**src/rtl/qs_srt_decode.sv**
```systemverilog
// Sort-engine microsequencer decode stage: 16-bit inst_t -> registered ucode_t + PC_W target,
// with pop/load RAW bubble insertion, flush, invalid-opcode pulse and saturating stall counter.
package qs_srt_pkg;

  typedef logic [15:0] inst_t;

  localparam logic [3:0] OP_NOP   = 4'h0;
  localparam logic [3:0] OP_JCC   = 4'h1;
  localparam logic [3:0] OP_PP    = 4'h2;
  localparam logic [3:0] OP_MEM   = 4'h4;
  localparam logic [3:0] OP_MOV   = 4'h6;
  localparam logic [3:0] OP_ARITH = 4'h7;
  localparam logic [3:0] OP_CRET  = 4'hC;
  localparam logic [3:0] OP_CNTRL = 4'hF;

  localparam logic [2:0] BLINK = 3'd7;

  typedef struct packed {
    logic       is_jump;
    logic       is_call;
    logic       is_ret;
    logic       is_pop;
    logic       is_push;
    logic       is_load;
    logic       is_store;
    logic       is_done;
    logic       is_await;
    logic       invalid_inst;
    logic       dst_en;
    logic [2:0] dst;
    logic       dst_is_blink;
    logic       src0_en;
    logic [2:0] src0;
    logic       src0_is_zero;
    logic       src1_en;
    logic [2:0] src1;
    logic       has_imm;
    logic [7:0] imm;
    logic       has_special;
    logic [3:0] special;
    logic       flag_en;
    logic       inv_src1;
    logic       cin;
    logic [3:0] cc;
    logic [7:0] target;
  } ucode_t;

endpackage

module qs_srt_decode
  import qs_srt_pkg::*;
#(
  parameter int unsigned PC_W      = 8,
  parameter int unsigned HAZARD_EN = 1,
  parameter int unsigned CNT_W     = 16
) (
  input  logic             clk,
  input  logic             rst_n,
  input  logic             in_valid,
  input  logic [15:0]      in_inst,
  output logic             in_ready,
  input  logic             flush,
  output logic             out_valid,
  output ucode_t           out_ucode,
  output logic [PC_W-1:0]  out_target,
  input  logic             out_ready,
  output logic             invalid_o,
  output logic [CNT_W-1:0] stall_cnt
);

  ucode_t     dec;
  logic       b11;
  logic       raw;
  logic       hz;
  logic       accept;

  assign b11 = in_inst[11];

  always_comb begin
    dec = '0;
    unique case (in_inst[15:12])
      OP_NOP: dec = '0;
      OP_JCC: begin
        dec.is_jump = 1'b1;
        dec.cc      = in_inst[11:8];
        dec.target  = in_inst[7:0];
      end
      OP_PP: begin
        if (b11) begin
          dec.is_pop = 1'b1;
          dec.dst_en = 1'b1;
          dec.dst    = in_inst[10:8];
        end else begin
          dec.is_push = 1'b1;
          dec.src1_en = 1'b1;
          dec.src1    = in_inst[10:8];
        end
      end
      OP_MEM: begin
        dec.src1_en = 1'b1;
        dec.src1    = in_inst[2:0];
        if (b11) begin
          dec.is_store = 1'b1;
          dec.src0_en  = 1'b1;
          dec.src0     = in_inst[10:8];
        end else begin
          dec.is_load = 1'b1;
          dec.dst_en  = 1'b1;
          dec.dst     = in_inst[10:8];
        end
      end
      OP_MOV: begin
        dec.dst_en       = 1'b1;
        dec.dst          = in_inst[10:8];
        dec.src0_is_zero = 1'b1;
        if (b11) begin
          dec.has_imm = 1'b1;
          dec.imm     = in_inst[7:0];
        end else if (in_inst[7]) begin
          dec.has_special = 1'b1;
          dec.special     = in_inst[3:0];
        end else begin
          dec.src1_en = 1'b1;
          dec.src1    = in_inst[2:0];
        end
      end
      OP_ARITH: begin
        dec.dst_en  = in_inst[7];
        dec.dst     = in_inst[10:8];
        dec.src0_en = 1'b1;
        dec.src0    = in_inst[6:4];
        dec.flag_en = 1'b1;
        if (in_inst[3]) begin
          dec.has_imm = 1'b1;
          dec.imm     = {5'b0, in_inst[2:0]};
        end else begin
          dec.src1_en = 1'b1;
          dec.src1    = in_inst[2:0];
        end
        // Subtract is a + ~b + 1
        dec.inv_src1 = b11;
        dec.cin      = b11;
      end
      OP_CRET: begin
        if (b11) begin
          dec.is_ret  = 1'b1;
          dec.src0_en = 1'b1;
          dec.src0    = BLINK;
        end else begin
          dec.is_call      = 1'b1;
          dec.target       = in_inst[7:0];
          dec.dst_en       = 1'b1;
          dec.dst          = BLINK;
          dec.dst_is_blink = 1'b1;
        end
      end
      OP_CNTRL: begin
        dec.is_done  = b11;
        dec.is_await = ~b11;
      end
      default: dec.invalid_inst = 1'b1;
    endcase
  end

  // Consumer must not sit directly behind a pop/load that writes one of its sources.
  assign raw = out_valid && (out_ucode.is_pop || out_ucode.is_load) && out_ucode.dst_en &&
               in_valid &&
               ((dec.src0_en && (dec.src0 == out_ucode.dst)) ||
                (dec.src1_en && (dec.src1 == out_ucode.dst)));
  assign hz       = (HAZARD_EN != 0) ? raw : 1'b0;
  assign in_ready = (!out_valid || out_ready) && !hz && !flush;
  assign accept   = in_valid && in_ready;

  always_ff @(posedge clk or negedge rst_n) begin
    if (!rst_n) begin
      out_valid  <= 1'b0;
      out_ucode  <= '0;
      out_target <= '0;
      invalid_o  <= 1'b0;
    end else begin
      invalid_o <= accept && dec.invalid_inst;
      if (flush) begin
        out_valid <= 1'b0;
      end else if (accept) begin
        out_valid  <= 1'b1;
        out_ucode  <= dec;
        out_target <= PC_W'(in_inst[7:0]);
      end else if (out_ready) begin
        out_valid <= 1'b0;
      end
    end
  end

  always_ff @(posedge clk or negedge rst_n) begin
    if (!rst_n) begin
      stall_cnt <= '0;
    end else if (in_valid && hz && (stall_cnt != '1)) begin
      stall_cnt <= stall_cnt + CNT_W'(1);
    end
  end

endmodule

```
**config.mk**
```make
export PLATFORM = sky130hd
export DESIGN_NAME = qs_srt_decode
export DESIGN_NICKNAME = d
export VERILOG_FILES = /design/src/rtl/qs_srt_decode.sv
export SDC_FILE = /design/constraint.sdc
export NUM_CORES = 1
export LEC_CHECK = 0
export ABC_CLOCK_PERIOD_IN_PS = 3600
export CORE_UTILIZATION = 44
export DETAILED_ROUTE_END_ITERATION = 12
export PLACE_DENSITY_LB_ADDON = 0.3
export SKIP_LAST_GASP = 1
export SLEW_MARGIN = 20
export SYNTH_ARGS = -nofsm -noshare
export SYNTH_HDL_FRONTEND = slang
export SYNTH_SLANG_ARGS = --single-unit
```
**constraint.sdc**
```tcl
create_clock -name clk -period 3.6 [get_ports clk]
set_input_delay 0.72 -clock clk [delete_from_list [all_inputs] [get_ports clk]]
set_output_delay 0.72 -clock clk [all_outputs]
set_load 0.1 [all_outputs]
```
* After elaboration in Yosys (flattened, before gate mapping)
Index checks and enable logic that the tools add are counted.
** Operators by class
- Add/subtract/negate cells :: 1
- Equal/unequal tests :: 10
- Multiplexer cells :: 33
- Bitwise logic cells :: 2
- Reduce and logical (&&, ||, !) cells :: 22
** Operators with widths (count)
- $mux W4 :: 7
- $mux W5 :: 4
- $pmux W4 S5 :: 1
- $mux W9 :: 2
- $pmux W9 S2 :: 1
- $add A16 B1 Y16 const B :: 1
- $ne A16 B16 Y1 const B :: 1
- $pmux W4 S4 :: 1
- $pmux W8 S2 :: 1
- $eq A4 B3 Y1 const B :: 3
- $logic_and A1 B1 Y1 :: 12
- $pmux W4 S3 :: 1
- $mux W1 :: 9
- $eq A4 B4 Y1 const B :: 2
- $mux W2 :: 4
- $mux W8 :: 1
- $reduce_or A8 Y1 :: 1
- $eq A3 B3 Y1 :: 2
- $eq A4 B1 Y1 const B :: 1
- $eq A4 B2 Y1 const B :: 1
- $logic_not A4 Y1 :: 1
- $logic_not A1 Y1 :: 3
- $logic_or A1 B1 Y1 :: 3
- $mux W3 :: 1
- 3 further kinds :: 4
** Storage, ports and cells
- Flip-flop bits (word level) :: 79
- Logic and storage cells :: 99

* Longest topological paths before layout
- Depth in word-level cells :: 13
- Depth in mapped cells :: 11
- Depth with buffers taken out :: 8

* Worst setup path after synthesis
OpenSTA, ideal clock, no wires.
- Kind :: input to output
- From :: input port in_inst[13]
- To :: output port in_ready
- Data arrival time :: 2.928 ns
- Slack :: -0.048 ns
- Stages :: 8
- Path buffers :: 2
- Cell sequence :: or4b_4 -> or2_0 -> a21oi_1 -> nor2_2 -> a31oi_4 -> buf_6 -> buf_6 -> o21a_1
** Between the ends
- Cells in the longest elaborated chain, start to end :: 9
- Elaborated cells between the ends (all ways) :: 16
- Those cells by class :: 7 x eq/ne; 2 x mux; 7 x reduce/logical
** RTL lines
- from (decl) :: RTL line 60 : input logic [15:0] in_inst,
- $eq A4 B3 Y1, or another cell as far along :: RTL line 81 : unique case (in_inst[15:12])
- $pmux W4 S4 / $pmux W4 S3 (equally long branches) :: RTL line 81
- $eq A3 B3 Y1, on equally long branches :: RTL line 169, 168
- $logic_and A1 B1 Y1, on equally long branches :: RTL line 169, 168
- $logic_or A1 B1 Y1 (*) :: RTL line 168 : ((dec.src0_en && (dec.src0 == out_ucode.dst)) ||
- $logic_and A1 B1 Y1 (*) :: RTL line 167 : in_valid &&
- $logic_not A1 Y1 (*) :: RTL line 171 : assign in_ready = (!out_valid || out_ready) && !hz && !flush;
- $logic_and A1 B1 Y1 (*) (2 in a row) :: RTL line 171
- to (decl) :: RTL line 61 : output logic in_ready,
Mark *: on every way between the ends. The rest lies on a longest branch, timed or not.

* Final worst setup path
- From :: input port in_inst[11]
- To :: output port in_ready
** Between the ends
- Cells in the longest elaborated chain, start to end :: 9
- Elaborated cells between the ends (all ways) :: 15
- Those cells by class :: 2 x eq/ne; 6 x mux; 7 x reduce/logical
** RTL lines (RTL line)
- $mux W4, on equally long branches
- $pmux W4 S4 / $pmux W4 S3 (equally long branches) :: 81
- $eq A3 B3 Y1, on equally long branches :: 169, 168
- $logic_and A1 B1 Y1, on equally long branches :: 169, 168
- $logic_or A1 B1 Y1 (*) :: 168
- $logic_and A1 B1 Y1 (*) :: 167
- $logic_not A1 Y1 (*) :: 171
- $logic_and A1 B1 Y1 (*) (2 in a row) :: 171
Marked as above.

==> key figures <==
Critical path
  – CP required: roughly 2.9 ns
  – Critical path cell sequence: clkdlybuf4s50_1 -> or3_1 -> a311oi_2 -> a31oi_1 -> nor2_2 -> a31oi_4 -> o21a_2 -> buf_12
  – Crit end category: output port
  – Worst path bufs/invs: 2
  – Worst setup SP type: input pin
  – Flop2flop setup slack: approximately 1.3 ns
  – Worst reg2reg endpoint: out_ucode[39]
  – Largest stage delay on the critical path: 0.56 ns
  – Reg2reg path depth: 9
  – Reg-to-Reg Start: out_ucode[40]
  – CP Class: input pin to output port
  – Worst path top cell family by delay: compound AO/OA/AOI/OAI gates
  – Crit-path slowest cell: clkdlybuf4s50_1
  – Worst EP arrival: between 2 and 3 ns
  – CP max FO: 6

CTS
  – Hold buffers post-CTS: 0
  – Clk_lat worst skew: between 0.3 and 0.4 ns
  – Clock Tree Root: clkbuf_8
  – TritonCTS Buffers: 9
  – CTS tree: done
  – Clock transition at path regs: roughly 0.080 ns
  – Clock H-tree levels: 3
  – CTS max path bufs: 2
  – Clk sinks: 77

Place
  – HPWL after DPL: around 7000 um
  – Port bufs: 100
  – Placer Congestion: slightly below 0.9

STA
  – Skew final: between 0.009 and 0.01 ns
  – Crit path time final: approximately 3.5 ns
  – Slew HR: between 30 and 40%
  – Pins Over Slew Limit: 0
  – Setup Total Neg Slack: 0 ns
  – F_max: roughly 0.28 GHz
  – Worst-margin pin slew: between 1 and 1.5 ns
  – RSZ-0062 raised after global routing: false
  – Final setup vio count: 0
  – Post-route clock period utilization: 97.5%
  – Final Hold Vio Count: 0

Route
  – Vias: between 3000 and 4000
  – WL/cell: between 15 and 20 um
  – Drt pass-1 iters: 4
  – WL final: roughly 9500 um
  – 1st-iter DRT viols: around 120
  – Vias per inst: about 5.3
  – Residual DRC count: 0
  – Antenna Violating Nets Remaining: 0

Finish
  – # diodes: 0
  – Most frequent cells in the layout: clkdlybuf4s50_1, dfrtp_1, buf_4
  – Commonest non-fill, non-tap cell in the layout: clkdlybuf4s50_1
  – Filler cell count: just under 700
  – Area grow syn2layout: 38.4%
  – Layout Nets: 483
  – Layout cells sized above 1: 19.1%
  – Final Util: 64.0%

Floorplanning
  – Die ar.: 9140 um2
  – Die Width: ~96 um
  – IO Count: ~100
  – Core Footprint: between 8000 and 9000 um2
  – Die Height: approximately 96 um
  – Starting Density: approximately 46%
  – Row count: 33

Global routing
  – GR Overflow Total: 0
  – Total track usage: between 20% and 30%
  – Vias in the first global route: ~3000
  – Initial antenna violation count: 0
  – First-pass GRT wire length: about 16000 um
  – Largest net degree at the start of global routing: between 70 and 80

Synth
  – Synth Flop Type: dfrtp_1
  – Synth Warn #: 0
  – Top-area cell type share of the netlist area: about half
  – Post-synthesis compound-gate area fraction: 12.3%
  – Mean post-synth cell area: roughly 11 um2
  – Synth Area in XOR/XNOR: 4.54%
  – Synth cell types: 54
  – Ranking of synthesized cells by area: dfrtp_1, mux2_4, a22o_1
  – Async SR Flop Fraction: 100%
  – Mapped cell area: 3850 um2
  – Yosys reg bits: 77
  – Mapped Cells: 336
  – Number of synthesized flops with an enable pin: 0
  – Synth Area in Simple Gates: about 15%
  – Sequential fraction of the synthesis area: 50.0%
  – Main combinational cell family by area after synthesis: simple AND/OR/NAND/NOR gates
  – Mux share of post-synthesis cell area: between 10% and 20%
  – Largest area contributor in the synthesized netlist: dfrtp_1
  – Adder-cell share of the synthesized area: less than 1%
  – Synthesized net count: about 360

Worst hold path
  – HP Start: out_ucode[52]
  – Hold path cells: 1
  – Worst min-delay path class: register to register
  – WHS Endpoint: out_ucode[52]

Power
  – PwrDens: roughly 430 nW/um2
  – Peak supply drop: around 0.22 mV
  – Lkg Pwr: between 2 and 3 nW

Outcome
  – Status: completed

Run
  – Max-cap violation count: 0
## worst max path at each step
stage                startpoint        to  cells after the start
finish              in_inst[11]  in_ready                      8
global route        in_inst[11]  in_ready                      8
CTS                 in_inst[12]  in_ready                      9
detailed placement  in_inst[12]  in_ready                      9
global placement    in_inst[12]  in_ready                      9
floorplan           in_inst[13]  in_ready                      8
## logic make-up after synthesis
kind of cell,count (synthesis)
simple gates,107
xor+xnor,20
flops,77
buf+inv,35
compound gates,58
fa+ha+maj,1
mux,38
## cells in the mapped netlist (all sizes together), types with 2 or more instances
master and number:
buf 13, o2111ai 3, o2bb2ai 3, a22o 18, nand3 9, xor2 17, nand3b 2, nor3b 4
mux2 24, and2 2, clkbuf 4, nand2b 6, o2111a 2, dfrtp 77, nand2 24, a21o 2
a21oi 6, xnor2 3, nor3 6, a31oi 6, nor4 3, mux2i 14, nand4 5, or2 3
and4 2, o21ai 7, nor2b 4, a22oi 5, nor2 26, and3 5, inv 18
## sequential cells by signal (all words and copies together), names as in the netlist
register,count
out_target,8
out_ucode,51
invalid_o,1
stall_cnt,16
out_valid,1
## metal layers
metal | GRT usage [%] | up-vias | part of all wire [%]
li1 | - | 1441 | -
met1 | 33.0 | 1484 | 48
met2 | 34.5 | 79 | 46
met3 | 3.83 | 9 | 4.5
met4 | 8.33 | 0 | 1.2
met5 | 0 | - | 0
## through the flow
stage,power [mW],setup slack [ns],hold slack [ns],cells,instance area [um2]
finish,2.29,0.0888,0.480,571,5340
global route,2.38,0.00212,0.504,571,5340
CTS,2.31,0.0388,0.484,570,5320
detailed placement,1.67,0.0386,0.465,554,5130
global placement,1.66,0.0856,0.460,554,5130
floorplan,1.47,0.224,0.424,336,3860
## power by group
part / total (mW) / internal (mW) / leakage, nW / switching (mW)
logic: 0.705 / 0.201 / 1.42 / 0.504
clock network: 0.637 / 0.319 / 0.0923 / 0.318
registers: 0.948 / 0.911 / 1.04 / 0.0366
total: 2.29 / 1.43 / 2.56 / 0.859
## layout make-up
class	instances	area [um2]	area share (%)
inverter	18	67.6	1.27
tap	105	131	2.46
sequential	77	1930	36.1
clock inverter	6	63.8	1.20
clock buffer	10	128	2.39
timing repair buffer	131	1270	23.9
multi-input combinational	224	1750	32.7
## what timing repair did
| item | in CTS | in global routing |
|---|---|---|
| hold endpoints to repair | 0 | 0 |
| buffers inserted | 0 | 1 |
| endpoints found under the setup margin | 0 | 1 |
| gates resized for setup | 0 | 4 |
No activity file was read; power rests on OpenSTA's default activity.
